$ cat src/rtl/k_and_s_pkg.sv
// Shared types for the K&S processor: instruction decode, opcode values and ALU op encoding.
package k_and_s_pkg;

   typedef enum logic [3:0] {
      I_NOP,
      I_LOAD,
      I_STORE,
      I_MOVE,
      I_ADD,
      I_SUB,
      I_AND,
      I_OR,
      I_BRANCH,
      I_BZERO,
      I_BNEG,
      I_BOV,
      I_HALT
   } decoded_instruction_type;

   typedef enum logic [1:0] {
      ALU_ADD = 2'b00,
      ALU_SUB = 2'b01,
      ALU_AND = 2'b10,
      ALU_OR  = 2'b11
   } alu_op_t;

   localparam logic [7:0] OPC_NOP    = 8'h00;
   localparam logic [7:0] OPC_BRANCH = 8'h01;
   localparam logic [7:0] OPC_BZERO  = 8'h02;
   localparam logic [7:0] OPC_BNEG   = 8'h03;
   localparam logic [7:0] OPC_BOV    = 8'h04;
   localparam logic [7:0] OPC_LOAD   = 8'h81;
   localparam logic [7:0] OPC_STORE  = 8'h82;
   localparam logic [7:0] OPC_MOVE   = 8'h91;
   localparam logic [7:0] OPC_ADD    = 8'hA1;
   localparam logic [7:0] OPC_SUB    = 8'hA2;
   localparam logic [7:0] OPC_AND    = 8'hA3;
   localparam logic [7:0] OPC_OR     = 8'hA4;
   localparam logic [7:0] OPC_HALT   = 8'hFF;

   function automatic decoded_instruction_type decode_opcode(input logic [7:0] opcode);
      decoded_instruction_type d;
      case (opcode)
         OPC_LOAD:   d = I_LOAD;
         OPC_STORE:  d = I_STORE;
         OPC_MOVE:   d = I_MOVE;
         OPC_ADD:    d = I_ADD;
         OPC_SUB:    d = I_SUB;
         OPC_AND:    d = I_AND;
         OPC_OR:     d = I_OR;
         OPC_BRANCH: d = I_BRANCH;
         OPC_BZERO:  d = I_BZERO;
         OPC_BNEG:   d = I_BNEG;
         OPC_BOV:    d = I_BOV;
         OPC_HALT:   d = I_HALT;
         default:    d = I_NOP;
      endcase
      return d;
   endfunction

endpackage

$ cat src/rtl/data_path_alu.sv
// Combinational ALU: ADD/SUB/AND/OR with zero, negative, carry/borrow and signed-overflow flags.
module alu
   import k_and_s_pkg::*;
#(
   parameter int DATA_W = 16
) (
   input  logic [DATA_W-1:0] a,
   input  logic [DATA_W-1:0] b,
   input  alu_op_t           operation,
   output logic [DATA_W-1:0] result,
   output logic              zero,
   output logic              neg,
   output logic              unsigned_ov,
   output logic              signed_ov
);

   logic [DATA_W:0] sum;
   logic [DATA_W:0] diff;

   always_comb begin
      sum         = {1'b0, a} + {1'b0, b};
      diff        = {1'b0, a} - {1'b0, b};
      result      = '0;
      unsigned_ov = 1'b0;
      signed_ov   = 1'b0;
      case (operation)
         ALU_ADD: begin
            result      = sum[DATA_W-1:0];
            unsigned_ov = sum[DATA_W];
            signed_ov   = (a[DATA_W-1] == b[DATA_W-1]) && (sum[DATA_W-1] != a[DATA_W-1]);
         end
         ALU_SUB: begin
            // The extra top bit of the widened difference is the borrow (a < b unsigned).
            result      = diff[DATA_W-1:0];
            unsigned_ov = diff[DATA_W];
            signed_ov   = (a[DATA_W-1] != b[DATA_W-1]) && (diff[DATA_W-1] != a[DATA_W-1]);
         end
         ALU_AND: result = a & b;
         ALU_OR:  result = a | b;
         default: result = '0;
      endcase
      zero = (result == '0);
      neg  = result[DATA_W-1];
   end

endmodule

$ cat src/rtl/data_path.sv
// K&S datapath: PC, IR, 4-entry register file, ALU and flags; every update gated by a control-unit enable.
module data_path
   import k_and_s_pkg::*;
#(
   parameter int DATA_W = 16,
   parameter int ADDR_W = 5
) (
   input  logic                    rst_n,
   input  logic                    clk,
   input  logic                    branch,
   input  logic                    pc_enable,
   input  logic                    ir_enable,
   input  logic                    write_reg_enable,
   input  logic                    addr_sel,
   input  logic                    c_sel,
   input  logic [1:0]              operation,
   input  logic                    flags_reg_enable,
   output decoded_instruction_type decoded_instruction,
   output logic                    zero_op,
   output logic                    neg_op,
   output logic                    unsigned_overflow,
   output logic                    signed_overflow,
   output logic [ADDR_W-1:0]       ram_addr,
   output logic [DATA_W-1:0]       data_out,
   input  logic [DATA_W-1:0]       data_in
);

   // IR bit 7 carries no field, so only the opcode byte and bits 6:0 are held.
   logic [7:0]        ir_opcode;
   logic [6:0]        ir_low;
   logic [ADDR_W-1:0] pc;
   logic [DATA_W-1:0] regs [4];

   logic [1:0]        idx_a;
   logic [1:0]        idx_b;
   logic [1:0]        idx_dst;
   logic [1:0]        idx_mem;
   logic [DATA_W-1:0] alu_result;
   logic              alu_zero;
   logic              alu_neg;
   logic              alu_uov;
   logic              alu_sov;
   logic [DATA_W-1:0] wb_value;

   always_comb begin
      decoded_instruction = decode_opcode(ir_opcode);
      idx_mem             = ir_low[6:5];
      idx_a               = ir_low[3:2];
      idx_b               = (decoded_instruction == I_MOVE) ? ir_low[3:2] : ir_low[1:0];
      idx_dst             = (decoded_instruction == I_LOAD) ? ir_low[6:5] : ir_low[5:4];
      wb_value            = c_sel ? data_in : alu_result;
      ram_addr            = addr_sel ? ir_low[ADDR_W-1:0] : pc;
      data_out            = regs[idx_mem];
   end

   alu #(.DATA_W(DATA_W)) u_alu (
      .a           (regs[idx_a]),
      .b           (regs[idx_b]),
      .operation   (alu_op_t'(operation)),
      .result      (alu_result),
      .zero        (alu_zero),
      .neg         (alu_neg),
      .unsigned_ov (alu_uov),
      .signed_ov   (alu_sov)
   );

   always_ff @(posedge clk or negedge rst_n) begin
      if (!rst_n) begin
         pc        <= '0;
         ir_opcode <= '0;
         ir_low    <= '0;
      end else begin
         if (pc_enable)
            pc <= branch ? ir_low[ADDR_W-1:0] : pc + ADDR_W'(1);
         if (ir_enable) begin
            ir_opcode <= data_in[DATA_W-1:DATA_W-8];
            ir_low    <= data_in[6:0];
         end
      end
   end

   always_ff @(posedge clk or negedge rst_n) begin
      if (!rst_n) begin
         for (int unsigned i = 0; i < 4; i++)
            regs[i] <= '0;
      end else if (write_reg_enable) begin
         regs[idx_dst] <= wb_value;
      end
   end

   always_ff @(posedge clk or negedge rst_n) begin
      if (!rst_n) begin
         zero_op           <= 1'b0;
         neg_op            <= 1'b0;
         unsigned_overflow <= 1'b0;
         signed_overflow   <= 1'b0;
      end else if (flags_reg_enable) begin
         zero_op           <= alu_zero;
         neg_op            <= alu_neg;
         unsigned_overflow <= alu_uov;
         signed_overflow   <= alu_sov;
      end
   end

endmodule
$ cat config.mk
export PLATFORM = sky130hd
export DESIGN_NAME = data_path
export DESIGN_NICKNAME = d
export VERILOG_FILES = /design/src/rtl/k_and_s_pkg.sv /design/src/rtl/data_path_alu.sv /design/src/rtl/data_path.sv
export SDC_FILE = /design/constraint.sdc
export NUM_CORES = 1
export LEC_CHECK = 0
export ABC_CLOCK_PERIOD_IN_PS = 14550
export CELL_PAD_IN_SITES_DETAIL_PLACEMENT = 2
export CELL_PAD_IN_SITES_GLOBAL_PLACEMENT = 2
export CORE_ASPECT_RATIO = 0.5
export CORE_MARGIN = 1
export CORE_UTILIZATION = 41
export CTS_CLUSTER_DIAMETER = 60
export CTS_CLUSTER_SIZE = 20
export DETAILED_ROUTE_END_ITERATION = 10
export PLACE_DENSITY_LB_ADDON = 0.1
export SLEW_MARGIN = 15
export SYNTH_ARGS = -nofsm -noshare
export SYNTH_HDL_FRONTEND = slang
export SYNTH_SLANG_ARGS = --single-unit
$ cat constraint.sdc
create_clock -name clk -period 14.55 [get_ports clk]
set_clock_uncertainty 0.15 [all_clocks]
set_input_delay 2.91 -clock clk [delete_from_list [all_inputs] [get_ports clk]]
set_output_delay 2.91 -clock clk [all_outputs]
set_load 0.03 [all_outputs]
==> impl_metrics.json, run 1 <==
{
  "power.leakage_nw": 3.56,
  "cp_max_fo": 6,
  "cp_cell_sequence": "clkdlybuf4s50_1 > mux2_2 > clkdlybuf4s50_1",
  "peakVddDrop_v": 0.0000648,
  "slew_viol_final": 0,
  "track_usage_pct": 30.6,
  "fin_nets": 899,
  "finalWeightedCongestion": 0.865,
  "totalWireLength_um": 27600,
  "clock-sinks": 88,
  "required_ns": 11.49,
  "fin_crit_sh_pct": 51.7,
  "cap_viol_max_count": 0,
  "area_growth_syn_to_layout_pct": 12.8,
  "outcome": "completed",
  "synth_area_um2": 7490,
  "clock_path_buffers": 2,
  "synth_edf_count": 0,
  "grt_overflow": 0,
  "worstSetupStartpointType": "input port",
  "grt_antenna_before_repair": 1,
  "post_cts_buffers": 0,
  "synth_top_cell_by_area": "dfrtp_1",
  "portBuffers": 55,
  "grt_max_degree": 63,
  "clk_pin_slew_worst_paths_ns": 0.06,
  "grt_pass1_vias": 7295,
  "die_w_um": 193,
  "dp_cells": 1044,
  "finalCriticalPeriod_ns": 7.52,
  "path_class": "in -> out",
  "yosysMostFrequentCell": "nand2_1",
  "drtAntennaViolNets": 0,
  "wire_per_inst_um": 26.1,
  "netlist.area_leader.share_pct": 29.4,
  "cts_buffers": 9,
  "ys_ff_latch": 88,
  "synth_area_leaders": "dfrtp_1 (29%), mux4_2 (13%), ha_1 (8.2%), o21ai_0 (6.1%), nand2_1 (5.1%)",
  "pwr-share-comb_pct": 66.5,
  "h-tree-depth": 3,
  "ys_seq_area_share_pct": 29.4,
  "die_y_um": 97.6,
  "vias": 6720,
  "synth_common_cells": "nand2_1 (102), o21ai_0 (91), dfrtp_1 (88), ha_1 (49)",
  "cts_hold_buf": 0,
  "avgSynthCellArea_um2": 9.37,
  "grt_pass1_wl_um": 43900,
  "tns_ns": 0,
  "setup_viol_count_final": 0,
  "fin_util_pct": 48.0,
  "final_hold_viol_count": 0,
  "diodes": 0,
  "ys.flop_type": "dfrtp_1",
  "worstMarginPinSlew_ns": 1.14,
  "final_area_um2": 8460,
  "design.die.area_um2": 18900,
  "fmax_ghz": 0.133,
  "root_buffer": "clkbuf_16",
  "p_seq_share_pct": 21.9,
  "remaining_drc_errors": 0,
  "core_area_um2": 17600,
  "syn_inst": 800,
  "clockPowerShare_pct": 11.7,
  "clock_latency_ns": 0.34,
  "async_reset_ff_share_pct": 100,
  "power_density_nw_per_um2": 235,
  "initial_core_util_pct": 42.6,
  "hpwlAfterDp_um": 20500,
  "rsz0062_at_grt": "no",
  "cts_tree": "done",
  "power.total_mw": 1.98,
  "max_stage_delay_ns": 0.59,
  "num_io_pins": 56,
  "num_rows": 34,
  "drt-pass1-iter-count": 5,
  "cts_resized": 0,
  "cp.arrival_ns": 4.46,
  "relSlewSlack_pct": 23.8,
  "power.switching_mw": 1.01,
  "hold_class": "reg -> reg",
  "p_int_mw": 0.973,
  "drt_first_iter_violations": 430,
  "cpMaxStageDelayCell": "clkdlybuf4s50_1",
  "postPlaceCellArea_um2": 8170,
  "layout-drive-gt1-share_pct": 13.0,
  "ys_warn_count": 0,
  "cp_common_cell": "clkdlybuf4s50_1",
  "synth.distinct_cells": 80,
  "p_sw_share_pct": 51.0,
  "syn_nets": 878,
  "layoutNonFillerInstCount": 1059,
  "endpoint_kind": "output port",
  "routed_via_density": 6.35
}
## worst max-delay path: cells and delay by family
kind	cells	cell delay [ns]
buf+inv	2	1.18
mux	1	0.36
## path summary, 6_finish.rpt
check / startpoint / to / slack [ns] / depth (start not counted)
worst max register to register: ir_opcode[2] / regs[42] / 8.03 / 14
min in group asynchronous: rst_n / pc[1] / 2.33 / 1
worst min-delay path: zero_op / zero_op / 0.38 / 2
worst min register to register: zero_op / zero_op / 0.38 / 2
worst max-delay path: addr_sel / ram_addr[2] / 7.03 / 3
max in group asynchronous: rst_n / regs[18] / 10.76 / 2
## cells in the final DEF, fill, tap and decap left out, types with 9 or more instances in the layout
| cell type | count |
|---|---|
| nand2_1 | 102 |
| o21ai_0 | 89 |
| dfrtp_1 | 88 |
| clkdlybuf4s50_1 | 54 |
| ha_1 | 49 |
| inv_1 | 48 |
| nor2_1 | 48 |
| mux4_2 | 42 |
| a21oi_1 | 32 |
| mux2_2 | 19 |
| mux2i_1 | 17 |
| nor3_1 | 16 |
| nand3_1 | 11 |
| buf_4 | 10 |
| o211ai_1 | 9 |
| nand2b_1 | 9 |
| nor2b_1 | 9 |
| a31oi_1 | 9 |
| clkbuf_16 | 9 |
## flip-flops by register name (all words and copies together), names as in the netlist
register           cells
unsigned_overflow      1
neg_op                 1
regs                  64
zero_op                1
ir_low                 7
pc                     5
signed_overflow        1
ir_opcode              8
## metrics by stage
| stage | setup slack (ns) | hold slack [ns] |
|---|---|---|
| 2_1_floorplan | 7.90 | 0.324 |
| 4_1_cts | 7.02 | 0.384 |
| 6_report | 7.03 | 0.379 |
| 3_3_place_gp | 7.05 | 0.338 |
| 5_1_grt | 6.97 | 0.409 |
| 3_5_place_dp | 7.01 | 0.369 |
## power by group through the flow
| stage | logic (mW) | registers [mW] | clock network (mW) |
|---|---|---|---|
| floorplan | 0.903 | 0.397 | 0 |
| global placement | 1.23 | 0.417 | 0 |
| detailed placement | 1.29 | 0.433 | 0 |
| CTS | 1.30 | 0.430 | 0.236 |
| global route | 1.43 | 0.446 | 0.244 |
| finish | 1.32 | 0.434 | 0.232 |
## routing by layer
metal	wire length (um)	track usage, %
met1	13100	43.0
met4	236	4.62
met3	1570	7.43
met5	0	0
met2	12700	48.8
## cells by family after synthesis
| logic type | Yosys count | share of synthesized area (%) |
|---|---|---|
| AOI/OAI and AO/OA | 222 | 19.0 |
| xor gates and xnor gates | 7 | 0.818 |
| adders and majority gates | 51 | 8.71 |
| buffers and inverters | 103 | 5.68 |
| DFF | 88 | 29.4 |
| muxes | 87 | 20.7 |
| and+or+nand+nor | 242 | 15.8 |
## layout make-up
type | instances | area [um^2]
timing repair buffer | 64 | 616
clock inverter | 4 | 45.0
tap | 234 | 293
multi-input combinational | 609 | 4870
sequential | 88 | 2200
inverter | 49 | 184
clock buffer | 11 | 243
fill | 1885 | 9160
Note: power is estimated with default switching activity, not from simulation.
==> run 2: changes to the inputs <==
--- a/config.mk
+++ b/config.mk
@@ -5,12 +5,12 @@
 export SDC_FILE = /design/constraint.sdc
 export NUM_CORES = 1
 export LEC_CHECK = 0
-export ABC_CLOCK_PERIOD_IN_PS = 14550
+export ABC_CLOCK_PERIOD_IN_PS = 6180
 export CELL_PAD_IN_SITES_DETAIL_PLACEMENT = 2
 export CELL_PAD_IN_SITES_GLOBAL_PLACEMENT = 2
 export CORE_ASPECT_RATIO = 0.5
 export CORE_MARGIN = 1
-export CORE_UTILIZATION = 41
+export CORE_UTILIZATION = 35
 export CTS_CLUSTER_DIAMETER = 60
 export CTS_CLUSTER_SIZE = 20
 export DETAILED_ROUTE_END_ITERATION = 10
==> constraint.sdc (replaced) <==
create_clock -name clk -period 6.18 [get_ports clk]
set_clock_uncertainty 0.15 [all_clocks]
set_input_delay 1.236 -clock clk [delete_from_list [all_inputs] [get_ports clk]]
set_output_delay 1.236 -clock clk [all_outputs]
set_load 0.03 [all_outputs]
==> run 2 against run 1 <==
Global-route usage shrank 4.0 points. Setup slack lost 6.6 ns. Routed wire length grew 2.2%. Register-to-register slack lost 7.6 ns. Combinational power grew 140%. Hold slack lost 0.017 ns. Clock power grew 140%. Largest cell class unchanged. Cell count grew 4.9%. Count of clock-buffer cells in the layout grew 1. Critical path depth grew 13. Design area grew 1.7%. Via count shrank 0.97%.
==> impl_metrics.json, run 2 (synthesis results as in run 1) <==
{
  "power.switching_mw": 2.43,
  "cp_max_fo": 9,
  "portBuffers": 55,
  "layout-drive-gt1-share_pct": 14.1,
  "die_y_um": 105,
  "routed_via_density": 5.99,
  "worst-r2r-cell-count": 16,
  "postPlaceCellArea_um2": 8290,
  "worstMarginPinSlew_ns": 0.978,
  "cpMaxStageDelayCell": "mux4_1",
  "fmax_ghz": 0.173,
  "remaining_drc_errors": 0,
  "hold_class": "reg -> reg",
  "cp.depth": 16,
  "peakVddDrop_v": 0.000164,
  "finalCriticalPeriod_ns": 5.79,
  "hold_path_depth": 2,
  "finalWeightedCongestion": 0.879,
  "fin_util_pct": 41.4,
  "mostFrequentLayoutCells": "nand2_1 (102), o21ai_0 (89), dfrtp_1 (87), clkdlybuf4s50_1 (54), ha_1 (49)",
  "cp.arrival_ns": 5.82,
  "pwr-share-comb_pct": 66.7,
  "power_density_nw_per_um2": 553,
  "clock_latency_ns": 0.34,
  "top_usage_layer": "met2",
  "clk_pin_slew_worst_paths_ns": 0.06,
  "grt_overflow": 0,
  "h-tree-depth": 3,
  "setup_viol_count_final": 0,
  "p_int_mw": 2.33,
  "power.leakage_nw": 3.61,
  "cts_buffers": 9,
  "drt-pass1-iter-count": 5,
  "endpoint_kind": "register",
  "largest_reg_flops": 64,
  "grt_pass1_wl_um": 44200,
  "layoutNonFillerInstCount": 1111,
  "vias": 6655,
  "post_cts_buffers": 0,
  "p_sw_share_pct": 51.0,
  "fin_nets": 909,
  "totalWireLength_um": 28200,
  "hpwlAfterDp_um": 21600,
  "grt_util_met1_pct": 39.9,
  "crit_buf_inv": 1,
  "slew_viol_final": 0,
  "design.die.area_um2": 22000,
  "tns_ns": 0,
  "rsz0062_at_grt": "no",
  "clock-sinks": 88,
  "num_rows": 37,
  "path_delay_family": "compound AO/OA/AOI/OAI gates",
  "clock_path_buffers": 2,
  "use_met2_pct": 40.3,
  "cp_cell_sequence": "nor4_2 > nand2_2 > nor3b_1 > nand2_1 > mux2i_4 > buf_4 > mux4_1 > ha_1 > a21o_1 > a221o_1 > a2111oi_0 > nor3_1 > xor2_1 > o211ai_1 > a21boi_0 > o21ai_0",
  "fin_crit_sh_pct": 93.6,
  "path_class": "reg -> reg",
  "outcome": "completed",
  "grt_max_degree": 49,
  "dp_cells": 1093,
  "reg_top3": "regs (64), ir_opcode (8), ir_low (7)",
  "drt_first_iter_violations": 385,
  "worstSetupStartpointType": "register",
  "cts_tree": "done",
  "root_buffer": "clkbuf_16",
  "track_usage_pct": 26.7,
  "num_io_pins": 56,
  "cap_viol_max_count": 0,
  "cts_hold_buf": 0,
  "clockPowerShare_pct": 11.8,
  "final_common_cell": "nand2_1",
  "cts_resized": 0,
  "met3_usage_pct": 4.98,
  "worst_slack_ns": 0.394,
  "core_area_um2": 20800,
  "max_stage_delay_ns": 0.70,
  "relSlewSlack_pct": 34.8,
  "p_seq_share_pct": 21.5,
  "required_ns": 6.21,
  "pre_cts_ws_ns": 0.384,
  "area_growth_syn_to_layout_pct": 14.7,
  "final_hold_viol_count": 0,
  "wire_per_inst_um": 25.4,
  "grt_pass1_vias": 7091,
  "grt_antenna_before_repair": 2,
  "initial_core_util_pct": 36.1,
  "drtAntennaViolNets": 0,
  "final_area_um2": 8600,
  "regMostFlops": "regs",
  "die_w_um": 209,
  "holdWs_ns": 0.363,
  "power.total_mw": 4.75
}
## run 2: changes by cell type in the layout (fill, tap and decap cells not counted), sizes merged
cell      delta
clkinv       -2
diode        +2
clkinvlp     +2
buf         +10
clkbuf       +1
## run 2: worst register-to-register path: cells and delay by family, from the launching register on
family,cells,cell delay (ns)
AOI/OAI and AO/OA,6,1.99
buffers and inverters,1,0.30
xor gates and xnor gates,1,0.20
DFF,1,0.46
adders and majority gates,1,0.39
and+or+nand+nor,5,1.04
muxes,2,1.13
## run 2: power by group through the flow
stage / Combinational [mW] / Clock (mW) / Sequential, mW
floorplan: 2.13 / 0 / 0.935
global placement: 3.02 / 0 / 0.992
detailed placement: 3.11 / 0 / 1.02
CTS: 3.14 / 0.575 / 1.01
global route: 3.43 / 0.594 / 1.05
finish: 3.17 / 0.561 / 1.02
## run 2: layout make-up
class / instances / area [um^2]
Clock buffer: 12 / 246
Clock inverter: 4 / 53.8
Timing Repair Buffer: 74 / 691
Antenna cell: 2 / 5.00
Tap cell: 273 / 342
Fill cell: 2240 / 12200
Multi-Input combinational cell: 609 / 4870
Inverter: 49 / 184
Sequential cell: 88 / 2200
## run 2: worst paths after layout
kind / start / end / slack, ns
min in group asynchronous: rst_n / pc[1] / 0.75
max in group asynchronous: rst_n / regs[0] / 4.10
worst max register to register: ir_opcode[2] / regs[23] / 0.39
worst max-delay path: ir_opcode[2] / regs[23] / 0.39
worst min register to register: zero_op / zero_op / 0.36
worst min-delay path: zero_op / zero_op / 0.36
## run 2: routing by layer
layer,part of all wire [%],up-vias
li1,-,3013
met1,51,3495
met2,44,125
met3,4.2,22
met4,1.1,0
met5,0,-
